<file path="src/rtl/dm_access_ctrl_if.sv">
// Command / read-return / status bundle between the MPU datapath and the
// data-memory access sequencer.
//   master : datapath side (drives commands, observes read data and status)
//   slave  : sequencer side
// Signals:
//   cmd_valid/cmd_ready  command handshake
//   cmd_op               0 NOP, 1 SET_PTR, 2 LOAD, 3 STORE, 4 LOAD_INC,
//                        5 STORE_INC, 6 FILL, 7 reserved
//   cmd_imm              pointer value (SET_PTR) or fill count-minus-one (FILL)
//   cmd_data             store / fill data
//   rd_valid/rd_data     one-cycle load return; rd_data holds until next load
//   ptr, busy            current pointer, controller busy
interface dm_access_ctrl_if #(
    parameter int ADDR_W = 4,
    parameter int DATA_W = 4
);
    logic              cmd_valid;
    logic              cmd_ready;
    logic [2:0]        cmd_op;
    logic [ADDR_W-1:0] cmd_imm;
    logic [DATA_W-1:0] cmd_data;
    logic              rd_valid;
    logic [DATA_W-1:0] rd_data;
    logic [ADDR_W-1:0] ptr;
    logic              busy;

    modport master (
        output cmd_valid, cmd_op, cmd_imm, cmd_data,
        input  cmd_ready, rd_valid, rd_data, ptr, busy
    );

    modport slave (
        input  cmd_valid, cmd_op, cmd_imm, cmd_data,
        output cmd_ready, rd_valid, rd_data, ptr, busy
    );
endinterface

</file>
<file path="src/rtl/dm_access_ctrl.sv">
// Data-memory access sequencer for the 4-bit MPU. Sits directly in front of
// the 2^ADDR_W x DATA_W data RAM (RAM registers q on the rising edge and
// writes on the falling edge), owns the data-memory pointer and sequences
// load, store, pointer and block-fill commands.
// Ports:
//   clock, reset          system clock, asynchronous active-high reset
//   bus (slave)           command handshake, read return, ptr/busy status
//   ram_address/ram_data  RAM address and write data
//   ram_wren              RAM write enable, high only in write cycles
//   ram_q                 RAM registered read data
//
// state | meaning
// ------+---------------------------------------------------------------
// IDLE  | ready for a command; stores/SET_PTR complete here in one cycle
// RD1   | load address presented, RAM samples it on this edge
// RD2   | ram_q valid, captured into rd_data with a rd_valid pulse
// FILL  | block fill in progress, one write per cycle until cnt reaches 1
module dm_access_ctrl #(
    parameter int ADDR_W = 4,
    parameter int DATA_W = 4
) (
    input  logic              clock,
    input  logic              reset,
    dm_access_ctrl_if.slave   bus,
    output logic [ADDR_W-1:0] ram_address,
    output logic [DATA_W-1:0] ram_data,
    output logic              ram_wren,
    input  logic [DATA_W-1:0] ram_q
);

    typedef enum logic [1:0] {
        IDLE = 2'd0,
        RD1  = 2'd1,
        RD2  = 2'd2,
        FILL = 2'd3
    } state_t;

    localparam logic [2:0] OP_SET_PTR   = 3'd1;
    localparam logic [2:0] OP_LOAD      = 3'd2;
    localparam logic [2:0] OP_STORE     = 3'd3;
    localparam logic [2:0] OP_LOAD_INC  = 3'd4;
    localparam logic [2:0] OP_STORE_INC = 3'd5;
    localparam logic [2:0] OP_FILL      = 3'd6;

    localparam logic [ADDR_W-1:0] ONE = ADDR_W'(1);

    state_t            state_q, state_d;
    logic [ADDR_W-1:0] ptr_q, ptr_d;
    logic [ADDR_W-1:0] cnt_q, cnt_d;
    logic [DATA_W-1:0] fill_data_q, fill_data_d;
    logic [ADDR_W-1:0] ram_address_q, ram_address_d;
    logic [DATA_W-1:0] ram_data_q, ram_data_d;
    logic              ram_wren_q, ram_wren_d;
    logic [DATA_W-1:0] rd_data_q, rd_data_d;
    logic              rd_valid_q, rd_valid_d;
    logic              accept;

    assign accept = bus.cmd_valid && (state_q == IDLE);

    always_comb begin
        state_d       = state_q;
        ptr_d         = ptr_q;
        cnt_d         = cnt_q;
        fill_data_d   = fill_data_q;
        ram_address_d = ram_address_q;
        ram_data_d    = ram_data_q;
        ram_wren_d    = 1'b0;
        rd_data_d     = rd_data_q;
        rd_valid_d    = 1'b0;

        case (state_q)
            IDLE: begin
                if (accept) begin
                    case (bus.cmd_op)
                        OP_SET_PTR: begin
                            ptr_d = bus.cmd_imm;
                        end
                        OP_STORE, OP_STORE_INC: begin
                            ram_address_d = ptr_q;
                            ram_data_d    = bus.cmd_data;
                            ram_wren_d    = 1'b1;
                            if (bus.cmd_op == OP_STORE_INC) begin
                                ptr_d = ptr_q + ONE;
                            end
                        end
                        OP_LOAD, OP_LOAD_INC: begin
                            ram_address_d = ptr_q;
                            if (bus.cmd_op == OP_LOAD_INC) begin
                                ptr_d = ptr_q + ONE;
                            end
                            state_d = RD1;
                        end
                        OP_FILL: begin
                            // First write issues on the accept edge, so a
                            // count of zero is a single write with no FILL visit.
                            cnt_d         = bus.cmd_imm;
                            fill_data_d   = bus.cmd_data;
                            ram_address_d = ptr_q;
                            ram_data_d    = bus.cmd_data;
                            ram_wren_d    = 1'b1;
                            ptr_d         = ptr_q + ONE;
                            if (bus.cmd_imm != '0) begin
                                state_d = FILL;
                            end
                        end
                        default: begin
                            // NOP and reserved opcode: accepted, no effect.
                        end
                    endcase
                end
            end
            RD1: begin
                state_d = RD2;
            end
            RD2: begin
                rd_data_d  = ram_q;
                rd_valid_d = 1'b1;
                state_d    = IDLE;
            end
            FILL: begin
                ram_address_d = ptr_q;
                ram_data_d    = fill_data_q;
                ram_wren_d    = 1'b1;
                ptr_d         = ptr_q + ONE;
                cnt_d         = cnt_q - ONE;
                if (cnt_q == ONE) begin
                    state_d = IDLE;
                end
            end
            default: begin
                state_d = IDLE;
            end
        endcase
    end

    always_ff @(posedge clock or posedge reset) begin
        if (reset) begin
            state_q       <= IDLE;
            ptr_q         <= '0;
            cnt_q         <= '0;
            fill_data_q   <= '0;
            ram_address_q <= '0;
            ram_data_q    <= '0;
            ram_wren_q    <= 1'b0;
            rd_data_q     <= '0;
            rd_valid_q    <= 1'b0;
        end else begin
            state_q       <= state_d;
            ptr_q         <= ptr_d;
            cnt_q         <= cnt_d;
            fill_data_q   <= fill_data_d;
            ram_address_q <= ram_address_d;
            ram_data_q    <= ram_data_d;
            ram_wren_q    <= ram_wren_d;
            rd_data_q     <= rd_data_d;
            rd_valid_q    <= rd_valid_d;
        end
    end

    // Ready and busy decode straight from the state register.
    assign bus.cmd_ready = (state_q == IDLE);
    assign bus.busy      = (state_q != IDLE);
    assign bus.ptr       = ptr_q;
    assign bus.rd_data   = rd_data_q;
    assign bus.rd_valid  = rd_valid_q;
    assign ram_address   = ram_address_q;
    assign ram_data      = ram_data_q;
    assign ram_wren      = ram_wren_q;

endmodule

</file>
<file path="src/flat_wrapper.sv">
// flat-port wrapper written by rule: the top's interface ports become plain ports
module dm_access_ctrl_flat 
#(
    parameter int ADDR_W = 4,
    parameter int DATA_W = 4
)
  (clock, reset, ram_address, ram_data, ram_wren, ram_q, bus_cmd_valid, bus_cmd_op, bus_cmd_imm, bus_cmd_data, bus_cmd_ready, bus_rd_valid, bus_rd_data, bus_ptr, bus_busy);
  dm_access_ctrl_if #(.ADDR_W(ADDR_W), .DATA_W(DATA_W)) bus_i ();
  input  logic clock;
  input  logic reset;
  output logic [ADDR_W-1:0] ram_address;
  output logic [DATA_W-1:0] ram_data;
  output logic ram_wren;
  input  logic [DATA_W-1:0] ram_q;
  input wire logic [$bits(bus_i.cmd_valid)-1:0] bus_cmd_valid;
  input wire logic [$bits(bus_i.cmd_op)-1:0] bus_cmd_op;
  input wire logic [$bits(bus_i.cmd_imm)-1:0] bus_cmd_imm;
  input wire logic [$bits(bus_i.cmd_data)-1:0] bus_cmd_data;
  output wire logic [$bits(bus_i.cmd_ready)-1:0] bus_cmd_ready;
  output wire logic [$bits(bus_i.rd_valid)-1:0] bus_rd_valid;
  output wire logic [$bits(bus_i.rd_data)-1:0] bus_rd_data;
  output wire logic [$bits(bus_i.ptr)-1:0] bus_ptr;
  output wire logic [$bits(bus_i.busy)-1:0] bus_busy;
  assign bus_i.cmd_valid = bus_cmd_valid;
  assign bus_i.cmd_op = bus_cmd_op;
  assign bus_i.cmd_imm = bus_cmd_imm;
  assign bus_i.cmd_data = bus_cmd_data;
  assign bus_cmd_ready = bus_i.cmd_ready;
  assign bus_rd_valid = bus_i.rd_valid;
  assign bus_rd_data = bus_i.rd_data;
  assign bus_ptr = bus_i.ptr;
  assign bus_busy = bus_i.busy;
  dm_access_ctrl #(.ADDR_W(ADDR_W), .DATA_W(DATA_W)) u_core (.clock(clock), .reset(reset), .bus(bus_i), .ram_address(ram_address), .ram_data(ram_data), .ram_wren(ram_wren), .ram_q(ram_q));
endmodule
</file>
<file path="config.mk">
export PLATFORM = sky130hd
export DESIGN_NAME = dm_access_ctrl_flat
export DESIGN_NICKNAME = d
export VERILOG_FILES = /design/src/rtl/dm_access_ctrl_if.sv /design/src/rtl/dm_access_ctrl.sv /design/src/flat_wrapper.sv
export SDC_FILE = /design/constraint.sdc
export NUM_CORES = 1
export LEC_CHECK = 0
export CORE_ASPECT_RATIO = 0.9
export CORE_MARGIN = 3
export CORE_UTILIZATION = 35
export CTS_CLUSTER_SIZE = 25
export DETAILED_ROUTE_END_ITERATION = 10
export DONT_BUFFER_PORTS = 1
export SLEW_MARGIN = 30
export SYNTH_ARGS = -nofsm -noshare
export SYNTH_HDL_FRONTEND = slang
export SYNTH_SLANG_ARGS = --single-unit
</file>
<file path="constraint.sdc">
create_clock -name clock -period 2.08 [get_ports clock]
set_input_delay 0.312 -clock clock [delete_from_list [all_inputs] [get_ports clock]]
set_output_delay 0.312 -clock clock [all_outputs]
set_load 0.05 [all_outputs]
</file>
==> flow_summary.ini, run 1 <==
[die]
rows = 21
die_w_um = 75.2
ios = 38
dieArea_um2 = 5130
start_util_pct = 38.5
die_y_um = 68.3
core_um2 = 3920

[layout]
syn_to_final_growth_pct = 10.2
layout_commonest_cell = dfrtp_1
drive_gt1_share_pct = 24.6
nNetsFinal = 165
layout_common_cells = 28 x dfrtp_1, 20 x mux2_2, 9 x inv_1
fill_cells = 376
diodes = 0

[sta]
period_minus_slack_ps = 1920
rsz0062_at_grt = false
tns_ps = 0
max_slew_margin_pct = 60.7
finalCritPeriodShare_pct = 92.2
hold_violations = 0
final-setup-viol-count = 0
finClkSkew_ps = 1.59
worst_pin_slew_ps = 590
slew_violations = 0
max_freq_mhz = 521

[route]
drc = 0
dr.pass1.iters = 4
vias = 1011
wl_per_cell_um = 16.3
ant_nets = 0
wl_um = 3010
drt_iter0_markers = 64
viasPerCell = 5.49

[global_routing]
grt_pass1_wl_um = 5150
antenna_found_initial = 0
grt_max_degree = 29
gr-total-overflow = 0
grt_use_met3_pct = 4.55
grt_util_met2_pct = 19.0
first_global_vias = 989
use_met1_pct = 18.8
grt_usage_pct = 13.3
busiest_layer = met2

[placement]
gp_congestion = 0.842
dp_hpwl_um = 2310
port_buffers = 0

[worst_setup_path]
worstPathMaxFanout = 4
required_ps = 2250
critPathTopFamily = flip-flops
slowest_stage = dfrtp_1
endpoint_kind = register
crit_type = reg2reg
reg2reg_from = u_core.state_q[0]$_DFFE_PP0P_
slowest_delay_ps = 410
cp.arrival_ps = 2090
crit_start = u_core.state_q[0]$_DFFE_PP0P_
crit_path_start_kind = register
cp.buffers_inverters = 1
cp_cell_sequence = inv_1 -> ha_1 -> and2b_1 -> nor2_2 -> a21boi_2 -> mux2_2

[clock_network]
clk_latency_ps = 280
clkTransAtPathRegs_ps = 100
cts_tree = done
postCtsSetupBuffers = 0
cts_buffer_depth = 2
cts.sinks = 28
cts_made_buffers = 3
root_buffer = clkbuf_8
h-tree-depth = 1

[logic_synthesis]
ys.flop_type = dfrtp_1
synth_async_sr_flop_share_pct = 100
synth_top_area_share_pct = 46.5
ys_seq_elements = 28
synth_top_area_cell = dfrtp_1
avgSynthCellArea_um2 = 11.4
synth_area_um2 = 1510
synth_nets = 158
ys_seq_area_share_pct = 46.5
ys_types = 38
synthTopCellsByArea = dfrtp_1 46%, mux2_2 15%, ha_1 6.6%
ys_warn_count = 0
synth_edf_count = 0
netlist_instances = 132

[flow_run]
maxCapViolCount = 0

[outcome]
outcome = finished clean

[worst_hold_path]
min-delay-start = bus_cmd_imm[0]
hold_class = in2reg
-- per-layer routing --
layer  routed length [µm]  vias up
met4                   50        0
met5                    0        -
li1                     -      490
met2                 1370       27
met3                  198        7
met1                 1390      487
-- cell type report --
| type | count | area, µm² | share of cell area [%] |
|---|---|---|---|
| inverter | 9 | 33.8 | 2.03 |
| clock inverter | 1 | 30.0 | 1.81 |
| sequential | 28 | 701 | 42.2 |
| tap | 46 | 57.6 | 3.46 |
| clock buffer | 3 | 41.3 | 2.48 |
| timing repair buffer | 4 | 32.5 | 1.96 |
| multi-input combinational | 93 | 766 | 46.1 |
-- flip-flops by register name (all words and copies together) (netlist names) --
name,count
u_core.ram_data,4
u_core.bus.ptr,4
u_core.ram_wren,1
u_core.ram_address,4
u_core.cnt_q,4
u_core.state_q,2
u_core.bus.rd_data,4
u_core.bus.rd_valid,1
u_core.fill_data_q,4
-- synth_stat cells, types with 2 or more instances --
cell	count
clkbuf_1	2
nor2_1	4
inv_1	9
mux2_2	20
o2bb2ai_1	2
a21oi_1	8
and3_1	2
nor2b_1	3
or3_1	2
dfrtp_1	28
o21ai_0	4
ha_1	8
o211ai_1	3
mux2i_1	5
and2_1	2
nand3_1	3
nand2_1	6
-- timing repair --
item,in CTS,in global routing
resized for setup,0,0
endpoints found under the hold margin,28,0
hold buffers,1,0
-- worst reg2reg max path: stages (launching register included) --
cell	delay, ps
dfrtp_1	410
inv_1	100
ha_1	260
and2b_1	250
nor2_2	110
a21boi_2	310
mux2_2	370
-- worst paths after layout --
kind	to	slack, ps	cells after the start
max reg2reg	u_core.ram_data[3]$_DFFE_PP0P_	160	6
max	u_core.ram_data[3]$_DFFE_PP0P_	160	6
min	u_core.bus.ptr[0]$_DFFE_PP0P_	170	1
min reg2reg	u_core.fill_data_q[2]$_DFFE_PP0P_	510	1
max in group asynchronous	u_core.ram_wren$_DFF_PP0_	1270	3
min in group asynchronous	u_core.ram_data[3]$_DFFE_PP0P_	550	3
-- kinds of logic (layout without fill, tap and decap cells) --
group           count (synthesis)  in the layout  share of synthesized area, %
compound gates                 30             30                          14.5
simple gates                   29             29                          10.8
flops                          28             28                          46.5
mux                            25             25                          18.3
buf+inv                        11             17                          2.74
fa+ha+maj                       8              8                          6.64
xor+xnor                        1              1                         0.581
-- through the flow --
stage,setup WS [ps],cell area (µm²),util [%],std cells,hold slack (ps)
2_1_floorplan,19.3,1510,-,132,377
3_3_place_gp,193,1580,40.4,179,295
3_5_place_dp,157,1580,40.4,179,298
4_1_cts,148,1660,42.4,184,165
5_1_grt,3.85,1660,42.4,184,158
6_report,161,1660,42.4,184,169
Power of run 1 is not shown: default switching activity piles up to over one toggle a cycle in this logic, so the estimate is an artifact.
==> run 2: changes to the inputs <==
Settings changed: RECOVER_POWER set to 100.
==> run 2 against run 1 <==
  * Routed wire length unchanged
  * Clock skew is essentially flat
  * Maximum frequency rose by 0.18%
  * Sequential share of layout area rose by 0.13 points
  * Die area unchanged
  * Utilization is 0.13 points lower
  * First-iteration DRC count fell by 6.3%
  * Critical path type unchanged
  * Sequential cell count did not move
  * Via count down 0.20%
  * Final area decreased by 0.30%
  * Clock-buffer cell count is the same
==> flow_summary.ini, run 2 (synthesis gave the netlist of run 1 again) <==
[sta]
slew_violations = 0
max_freq_mhz = 522
finalCritPeriodShare_pct = 92.1
max_slew_margin_pct = 54.5
tns_ps = 0
finClkSkew_ps = 1.84
final-setup-viol-count = 0
hold_violations = 0
rsz0062_at_grt = false
period_minus_slack_ps = 1920
worst_pin_slew_ps = 683

[die]
dieArea_um2 = 5130
core_um2 = 3920
ios = 38
rows = 21
die_y_um = 68.3
die_w_um = 75.2
start_util_pct = 38.5

[route]
drc = 0
viasPerCell = 5.48
wl_per_cell_um = 16.3
ant_nets = 0
vias = 1009
drt_iter0_markers = 60
dr.pass1.iters = 4
wl_um = 3010

[placement]
gp_congestion = 0.842
dp_hpwl_um = 2310
port_buffers = 0
placed_cells = 179

[global_routing]
grt_usage_pct = 13.3
grt_max_degree = 29
busiest_layer = met2
grt_use_met3_pct = 4.55
grt_util_met2_pct = 19.0
gr-total-overflow = 0
grt_pass1_wl_um = 5150
first_global_vias = 989
use_met1_pct = 18.8
antenna_found_initial = 0

[worst_setup_path]
cp_num_cells = 6
critPathTopFamily = flip-flops
required_ps = 2250
crit_path_start_kind = register
crit_start = u_core.state_q[0]$_DFFE_PP0P_
slowest_delay_ps = 410
rrSetupSlack_ps = 160
r2r-end = u_core.ram_data[3]$_DFFE_PP0P_
slowest_stage = dfrtp_1
endpoint_kind = register
worstPathMaxFanout = 4
cp_cell_sequence = inv_1 -> ha_1 -> and2b_1 -> nor2_2 -> a21boi_2 -> mux2_2
cp.buffers_inverters = 1
reg2regPathDepth = 6
endpoint = u_core.ram_data[3]$_DFFE_PP0P_
crit_type = reg2reg
cp.arrival_ps = 2090
reg2reg_from = u_core.state_q[0]$_DFFE_PP0P_

[worst_hold_path]
hold_class = in2reg

[clock_network]
cts_tree = done
cts_buffer_depth = 2
h-tree-depth = 1
clkTransAtPathRegs_ps = 100
clk_latency_ps = 280
cts_resized = 0
postCtsSetupBuffers = 0
root_buffer = clkbuf_8
cts_made_buffers = 3
cts.sinks = 28

[layout]
layout_commonest_cell = dfrtp_1
drive_gt1_share_pct = 24.6
fin_cells = 184
diodes = 0
multi_input_area_um2 = 766
layout_common_cells = 28 x dfrtp_1, 20 x mux2_2, 9 x inv_1
fill_cells = 378
fin_util_pct = 42.3
syn_to_final_growth_pct = 9.88
regArea_um2 = 701
nNetsFinal = 165

[outcome]
outcome = finished clean

[flow_run]
maxCapViolCount = 0
-- run 2: cell count changes in the layout (fill, tap and decap cells not counted), sizes merged --
cell,before,now
buf,3,1
clkbuf,3,5
-- run 2: area by class of cell --
cell class	instances	share of cell area (%)
clock buffer	3	2.49
clock inverter	1	1.81
inverter	9	2.04
multi-input combinational	93	46.2
sequential	28	42.3
tap	46	3.47
timing repair buffer	4	1.66
-- run 2: worst min-delay path by stage --
stage | start | endpoint | slack (ps) | depth (start not counted)
final | bus_cmd_imm[0] | u_core.bus.ptr[0]$_DFFE_PP0P_ | 170 | 1
after global routing | bus_cmd_data[2] | u_core.fill_data_q[2]$_DFFE_PP0P_ | 160 | 1
after floorplan | reset | u_core.bus.ptr[0]$_DFFE_PP0P_ | 380 | 1
after detailed placement | reset | u_core.ram_data[3]$_DFFE_PP0P_ | 300 | 2
after global placement | reset | u_core.ram_data[3]$_DFFE_PP0P_ | 290 | 2
after CTS | bus_cmd_data[2] | u_core.fill_data_q[2]$_DFFE_PP0P_ | 170 | 1
-- run 2: routing by layer --
layer | vias up | routed length [µm]
li1 | 490 | -
met1 | 485 | 1390
met2 | 27 | 1370
met3 | 7 | 198
met4 | 0 | 50
met5 | - | 0
-- run 2: per-stage QoR --
step | instance area, µm² | setup WS [ps] | hold slack [ps]
detailed placement | 1580 | 157 | 298
finish | 1660 | 165 | 169
CTS | 1660 | 148 | 165
global placement | 1580 | 193 | 295
global route | 1660 | 3.85 | 158
floorplan | 1510 | 19.3 | 377
-- run 2: timing repair --
item,CTS,global route
endpoints found under the hold margin,28,0
setup endpoints to repair,0,0
hold buffers,1,0
Power of run 2 is left out for the same reason.
